$ cat config.mk
export PLATFORM = sky130hd
export DESIGN_NAME = mem_port_arbiter
export DESIGN_NICKNAME = d
export VERILOG_FILES = /design/src/rtl/mem_port_arbiter.sv
export SDC_FILE = /design/constraint.sdc
export NUM_CORES = 1
export LEC_CHECK = 0
export CAP_MARGIN = 20
export CORE_MARGIN = 1.5
export CORE_UTILIZATION = 36
export DETAILED_ROUTE_END_ITERATION = 8
export HOLD_SLACK_MARGIN = 0.03
export PLACE_DENSITY_LB_ADDON = 0.1
export RECOVER_POWER = 50
export SLEW_MARGIN = 25
export SYNTH_ARGS = -nofsm -noshare
export SYNTH_HDL_FRONTEND = slang
export SYNTH_SLANG_ARGS = --single-unit
$ cat constraint.sdc
create_clock -name i_clk -period 2.45 [get_ports i_clk]
set_clock_uncertainty 0.15 [all_clocks]
set_input_delay 0.3675 -clock i_clk [delete_from_list [all_inputs] [get_ports i_clk]]
set_output_delay 0.3675 -clock i_clk [all_outputs]
set_load 0.05 [all_outputs]
$ cat src/rtl/mem_port_arbiter.sv
// Shares one single-ported, fixed-latency memory between fetch and data requesters.
// Latency: request sampled in IDLE at cycle t -> command t+1..t+MEM_LATENCY, ready pulse at t+MEM_LATENCY.
// Backpressure: requesters hold req until their ready pulse; data wins unless fetch has been starved MAX_DM_BURST grants.
module mem_port_arbiter #(
  parameter int MEM_LATENCY  = 2,
  parameter int MAX_DM_BURST = 4
) (
  input  logic        i_clk,
  input  logic        i_rst,
  input  logic        i_if_req,
  input  logic [31:0] i_if_addr,
  input  logic        i_flush,
  output logic        o_if_ready,
  output logic [31:0] o_if_rdata,
  input  logic        i_dm_req,
  input  logic        i_dm_we,
  input  logic [31:0] i_dm_addr,
  input  logic [31:0] i_dm_wdata,
  input  logic [3:0]  i_dm_mask,
  output logic        o_dm_ready,
  output logic [31:0] o_dm_rdata,
  output logic [31:0] o_mem_addr,
  output logic        o_mem_ren,
  output logic        o_mem_wen,
  output logic [31:0] o_mem_wdata,
  output logic [3:0]  o_mem_mask,
  input  logic [31:0] i_mem_rdata
);

  typedef enum logic [1:0] {
    IDLE   = 2'd0,
    IF_ACC = 2'd1,
    DM_ACC = 2'd2
  } state_t;

  localparam logic [3:0] LAST_CNT  = 4'(MEM_LATENCY - 1);
  localparam logic [3:0] BURST_MAX = 4'(MAX_DM_BURST);

  state_t      state_q, state_d;
  logic [3:0]  cnt_q, cnt_d;
  logic [3:0]  dm_streak_q, dm_streak_d;
  logic        if_kill_q, if_kill_d;
  logic [31:0] mem_addr_q, mem_addr_d;
  logic        mem_ren_q, mem_ren_d;
  logic        mem_wen_q, mem_wen_d;
  logic [31:0] mem_wdata_q, mem_wdata_d;
  logic [3:0]  mem_mask_q, mem_mask_d;

  logic        last_cyc;
  logic        fetch_ok;
  logic        fetch_force;
  logic        grant_if;
  logic        grant_dm;

  // Arbitration decision and end-of-access detection.
  always_comb begin
    last_cyc    = (state_q != IDLE) && (cnt_q == LAST_CNT);
    fetch_ok    = i_if_req && !i_flush;
    fetch_force = fetch_ok && (dm_streak_q == BURST_MAX);
    grant_if    = 1'b0;
    grant_dm    = 1'b0;
    if (state_q == IDLE) begin
      if (fetch_force) begin
        grant_if = 1'b1;
      end else if (i_dm_req) begin
        grant_dm = 1'b1;
      end else if (fetch_ok) begin
        grant_if = 1'b1;
      end
    end
  end

  // Next-state: grant latches the command, access counts down, last cycle drops back to IDLE.
  always_comb begin
    state_d     = state_q;
    cnt_d       = cnt_q;
    dm_streak_d = dm_streak_q;
    if_kill_d   = if_kill_q;
    mem_addr_d  = mem_addr_q;
    mem_ren_d   = mem_ren_q;
    mem_wen_d   = mem_wen_q;
    mem_wdata_d = mem_wdata_q;
    mem_mask_d  = mem_mask_q;

    if (grant_if) begin
      state_d     = IF_ACC;
      cnt_d       = 4'd0;
      if_kill_d   = 1'b0;
      dm_streak_d = 4'd0;
      mem_addr_d  = i_if_addr;
      mem_ren_d   = 1'b1;
      mem_wen_d   = 1'b0;
      mem_wdata_d = 32'd0;
      mem_mask_d  = 4'hF;
    end else if (grant_dm) begin
      state_d     = DM_ACC;
      cnt_d       = 4'd0;
      if_kill_d   = 1'b0;
      mem_addr_d  = i_dm_addr;
      mem_ren_d   = !i_dm_we;
      mem_wen_d   = i_dm_we;
      mem_wdata_d = i_dm_wdata;
      mem_mask_d  = i_dm_mask;
      // Count data grants that made a waiting fetch stand aside.
      if (i_if_req) begin
        dm_streak_d = (dm_streak_q == BURST_MAX) ? dm_streak_q : dm_streak_q + 4'd1;
      end else begin
        dm_streak_d = 4'd0;
      end
    end else if (state_q != IDLE) begin
      cnt_d = cnt_q + 4'd1;
      // A flush kills the fetch response but lets the memory access finish.
      if ((state_q == IF_ACC) && i_flush) begin
        if_kill_d = 1'b1;
      end
      if (last_cyc) begin
        state_d   = IDLE;
        cnt_d     = 4'd0;
        mem_ren_d = 1'b0;
        mem_wen_d = 1'b0;
      end
    end
  end

  // State and command registers; reset abandons any access in flight.
  always_ff @(posedge i_clk or negedge i_rst) begin
    if (!i_rst) begin
      state_q     <= IDLE;
      cnt_q       <= 4'd0;
      dm_streak_q <= 4'd0;
      if_kill_q   <= 1'b0;
      mem_addr_q  <= 32'd0;
      mem_ren_q   <= 1'b0;
      mem_wen_q   <= 1'b0;
      mem_wdata_q <= 32'd0;
      mem_mask_q  <= 4'd0;
    end else begin
      state_q     <= state_d;
      cnt_q       <= cnt_d;
      dm_streak_q <= dm_streak_d;
      if_kill_q   <= if_kill_d;
      mem_addr_q  <= mem_addr_d;
      mem_ren_q   <= mem_ren_d;
      mem_wen_q   <= mem_wen_d;
      mem_wdata_q <= mem_wdata_d;
      mem_mask_q  <= mem_mask_d;
    end
  end

  // Ready pulses in the last access cycle; read data gated to zero outside them and for stores.
  always_comb begin
    o_dm_ready  = (state_q == DM_ACC) && last_cyc;
    o_if_ready  = (state_q == IF_ACC) && last_cyc && !if_kill_q && !i_flush;
    o_dm_rdata  = (o_dm_ready && !mem_wen_q) ? i_mem_rdata : 32'd0;
    o_if_rdata  = o_if_ready ? i_mem_rdata : 32'd0;
    o_mem_addr  = mem_addr_q;
    o_mem_ren   = mem_ren_q;
    o_mem_wen   = mem_wen_q;
    o_mem_wdata = mem_wdata_q;
    o_mem_mask  = mem_mask_q;
  end

endmodule

After elaboration in Yosys (flattened, before gate mapping)
Index checks and enable logic that the tools add are counted.
{"block": "totals", "reg_bits": 81, "input_bits": 138, "output_inout_bits": 136, "wordCells": 75}
{"block": "classes", "addsub": 2, "eq_ne": 5, "muxes": 37, "reduce_logical": 22}
{"op": "$mux 32", "n": 6}
{"op": "$mux 4", "n": 10}
{"op": "$mux 1", "n": 17}
{"op": "$logic_and 1x1->1", "n": 9}
{"op": "$reduce_bool 3->1", "n": 3}
{"op": "$add 4x1->4 const B", "n": 2}
{"op": "$mux 2", "n": 4}
{"op": "$reduce_and 2->1", "n": 3}
{"op": "$eq 4x1->1 const B", "n": 1}
{"op": "$eq 4x3->1 const B", "n": 1}
{"op": "$logic_not 1->1", "n": 4}
{"op": "$reduce_bool 2->1", "n": 2}
{"op": "$ne 3x3->1 const B", "n": 1}
{"op": "$eq 2x1->1 const B", "n": 1}
{"op": "$eq 2x2->1 const B", "n": 1}
{"op": "$logic_not 2->1", "n": 1}

Longest topological paths before layout
{"block": "logic_depth", "word_depth": 8, "depth_mapped": 8, "mapped_depth_nobuf": 6}

Least setup slack after synthesis
OpenSTA, ideal clock, no wires.
{"block": "synth_path", "path_kind": "register -> output", "startpoint": "reg cnt_q[1]", "endpoint": "out o_if_rdata[22]", "arrival_ps": 2170, "required_ps": 1933, "slack_ps": -238, "path_stages_with_launch": 8, "n_path_buf": 1, "path_cell_list": "dfrtp_1 inv_1 ha_1 nand2b_1 nor2_1 and4_1 clkbuf_1 and2_1"}
{"block": "synth_between", "elab_chain_cells": 6}
{"element": "start, declared", "line_no": "40", "source": "logic [3:0] cnt_q, cnt_d;"}
{"element": "start signal, assigned", "line_no": "139", "source": "cnt_q <= cnt_d;"}
{"element": "$eq 4x1->1", "line_no": "57", "source": "last_cyc = (state_q != IDLE) && (cnt_q == LAST_CNT);"}
{"element": "$logic_and 1x1->1", "line_no": "57"}
{"element": "$logic_and 1x1->1 (3 in series)", "line_no": "153", "source": "o_if_ready = (state_q == IF_ACC) && last_cyc && !if_kill_q && !i_flush;"}
{"element": "via o_if_ready", "line_no": "13", "source": "output logic o_if_ready,"}
{"element": "$mux 32", "line_no": "155", "source": "o_if_rdata = o_if_ready ? i_mem_rdata : 32'd0;"}
{"element": "end, declared", "line_no": "14", "source": "output logic [31:0] o_if_rdata,"}
The timed path passes the listed nets, and every way through them passes these cells.

Final worst setup path
{"block": "layout_path", "startpoint": "reg cnt_q[1]", "endpoint": "out o_if_rdata[1]"}
{"block": "layout_between", "elab_chain_cells": 6}
{"element": "$eq 4x1->1", "line_no": "57"}
{"element": "$logic_and 1x1->1", "line_no": "57"}
{"element": "$logic_and 1x1->1 (3 in series)", "line_no": "153"}
{"element": "$mux 32", "line_no": "155"}
Every way passes these cells.

==> impl_metrics.json <==
{
  "status": "finished, final reports clean",
  "cts_buffers": 9,
  "drtIter0Drc": 252,
  "cellLeakagePower_nw": 3.49,
  "antenna_found_initial": 0,
  "fp.dieArea_sq_um": 11800,
  "syn2layout_area_growth_pct": 95.2,
  "r2r-start": "dm_streak_q[1]$_DFFE_PN0P_",
  "grt_pass1_vias": 4090,
  "post-route-period-util_pct": 97.6,
  "finalNetCount": 801,
  "wl_um": 14900,
  "grt_pass1_wl_um": 22100,
  "yosys_warnings": 0,
  "hold_viol_final": 0,
  "holdPathStages": 1,
  "wl_per_cell_um": 18.6,
  "final-setup-viol-count": 0,
  "max_freq_mhz": 418,
  "fin_hold_ws_ns": 0.357,
  "async_reset_ff_share_pct": 100,
  "synth_common_cells": "dfrtp_1, inv_1, a21oi_1",
  "cp_slowest_cell": "dfrtp_1",
  "path_class": "reg -> out",
  "crit_path_end_kind": "primary output",
  "core_sq_um": 10800,
  "die_w_um": 109,
  "endpoint": "o_if_rdata[1]",
  "synthCells": 387,
  "insertion_delay_ns": 0.34,
  "cts_tree": "yes",
  "grt.total_usage_pct": 24.9,
  "ant_nets": 0,
  "startpoint": "cnt_q[1]$_DFFE_PN0P_",
  "cp_common_cell": "buf_12",
  "cts_buffer_depth": 2,
  "critPathRequiredTime_ns": 1.93,
  "slew_viol_final": 0,
  "rsz0062_at_grt": "true",
  "ys_top_cells_by_area": "dfrtp_1, o22ai_2, a22o_1, and2_1, and3_1",
  "syn_nets": 529,
  "route.detailed.drc": 0,
  "r2r_end": "o_mem_addr[31]$_DFFE_PN0P_",
  "clk_pin_slew_worst_paths_ns": 0.08,
  "yosysMostFrequentCell": "dfrtp_1",
  "route.vias.total": 4022,
  "grt_overflow": 0,
  "floorplan.initialDensity_pct": 37.0,
  "slew_headroom_pct": 44.7,
  "cpPeakStageDelay_ns": 0.40,
  "clock_sinks": 81,
  "fin_area_sq_um": 7840,
  "drive_gt1_share_pct": 21.8,
  "rrSetupSlack_ns": 0.33,
  "peakVddDrop_mv": 0.867,
  "yosys.area.top_type_share_pct": 50.5,
  "p_per_area_nw_per_um2": 1220,
  "avgSynthCellArea_sq_um": 10.4,
  "std_cell_rows": 38,
  "start_kind": "flop",
  "synth_edf_count": 0,
  "routabilityCongestion": 0.813,
  "drv_cap": 0,
  "syn_area_sq_um": 4020,
  "ys_seq_elements": 81,
  "total_power_mw": 9.54,
  "arrival_ns": 1.87,
  "dpl.hpwl_um": 11300,
  "crit_family": "simple AND/OR/NAND/NOR gates",
  "min_period_ns": 2.39,
  "hold_path.startpoint": "cnt_q[3]$_DFFE_PN0P_",
  "yosysUniqueCellTypes": 38,
  "cts_max_level": 3,
  "root_buffer": "clkbuf_8",
  "placed_area_sq_um": 7600,
  "crit_cells": 8,
  "synth-seq-area-share_pct": 50.5,
  "avgViaCountPerCell": 5.00,
  "critPathBufInv": 3,
  "ys.flop_type": "dfrtp_1",
  "grt_max_degree": 50,
  "synth_top_cell_by_area": "dfrtp_1",
  "cp_cell_sequence": "inv_2 > ha_4 > nand2b_4 > nor2_4 > and4_4 > buf_12 > and2_4 > buf_12",
  "crit_fanout": 17,
  "worst_pin_slew_ns": 0.830,
  "r2r_cells": 7,
  "num_antenna_cells": 0,
  "firstDrtPassIters": 4,
  "fillers": 798,
  "die_h_um": 109,
  "port_buffers": 273,
  "hold_path_class": "reg -> reg",
  "ios": 274
}
how the worst min path moves through the flow:
stage,to
floorplan,cnt_q[0]$_DFFE_PN0P_
global placement,o_mem_addr[24]$_DFFE_PN0P_
detailed placement,o_mem_addr[24]$_DFFE_PN0P_
CTS,o_mem_addr[24]$_DFFE_PN0P_
global route,cnt_q[3]$_DFFE_PN0P_
finish,cnt_q[3]$_DFFE_PN0P_
where the power goes:
| part | total [mW] | internal [mW] | switching [mW] | leakage, nW |
|---|---|---|---|---|
| Combinational | 6.18 | 2.31 | 3.87 | 2.41 |
| Sequential | 2.32 | 1.94 | 0.377 | 0.968 |
| Clock | 1.04 | 0.559 | 0.480 | 0.106 |
metal layers:
metal	vias to the layer above	part of all wire (%)	GRT usage, %
met3	24	7.7	5.92
met5	-	0	0
met1	1919	37	28.7
met4	0	2.1	8.08
met2	173	53	45.1
li1	1906	-	-
timing repair:
action	in CTS	in global routing
setup buffers	3	2
setup endpoints to repair	64	64
hold buffers	1	0
hold endpoints to repair	32	0
cloned	1	0
pin swaps	2	8
gates resized for setup	31	16
cells by family (layout without fill, tap and decap cells):
logic type      Yosys count  in the layout  synth area share [%]
flops                    81             81                  50.5
buf+inv                  73            350                  8.26
simple gates            100            100                  14.8
compound gates          129            129                  25.2
fa+ha+maj                 4              4                  1.25
metrics by stage:
stage	setup WS [ns]	TNS (ns)	utilization, %	std cells
2_1_floorplan	0.0471	0	-	387
3_5_place_dp	0.104	0	70.2	782
5_1_grt	-0.0441	-1.20	72.3	804
3_3_place_gp	0.152	0	70.2	782
4_1_cts	-0.0578	-0.906	73.5	803
6_report	0.0578	0	72.3	804
flip-flops by register name, summed over array words and instances, names as in the netlist:
name,cells
cnt_q,4
dm_streak_q,4
if_kill_q,1
o_mem_addr,32
o_mem_mask,4
o_mem_ren,1
o_mem_wdata,32
o_mem_wen,1
state_q,2
cell type report:
class,count,area [sq um],area share [%]
Clock buffer,13,169,2.15
Inverter,42,158,2.01
Sequential cell,81,2030,25.9
Timing Repair Buffer,292,3600,45.9
Tap cell,140,175,2.23
Clock inverter,3,46.3,0.591
Multi-Input combinational cell,233,1660,21.2
placed cells by master, fill, tap and decap left out, types with 2 or more instances in the layout:
cell / netlist / final
o22ai_2: 25 / 3
buf_4: 3 / 8
o22ai_1: 7 / 29
buf_12: 0 / 70
a211o_1: 2 / 2
nor2_1: 5 / 4
nand4_1: 3 / 3
clkdlybuf4s50_1: 0 / 200
inv_1: 42 / 41
o31ai_1: 2 / 2
and3_4: 0 / 2
a31oi_1: 2 / 2
a21oi_1: 34 / 34
and3_1: 32 / 30
clkbuf_4: 0 / 2
clkbuf_8: 0 / 12
o21ai_0: 17 / 17
nand2_1: 11 / 11
nor3b_1: 2 / 2
dfrtp_1: 81 / 81
dlygate4sd3_1: 0 / 7
a22o_1: 33 / 33
ha_1: 4 / 3
clkbuf_1: 11 / 3
nand3_1: 5 / 5
and2_4: 0 / 32
Power figures use the tool's default switching activity.
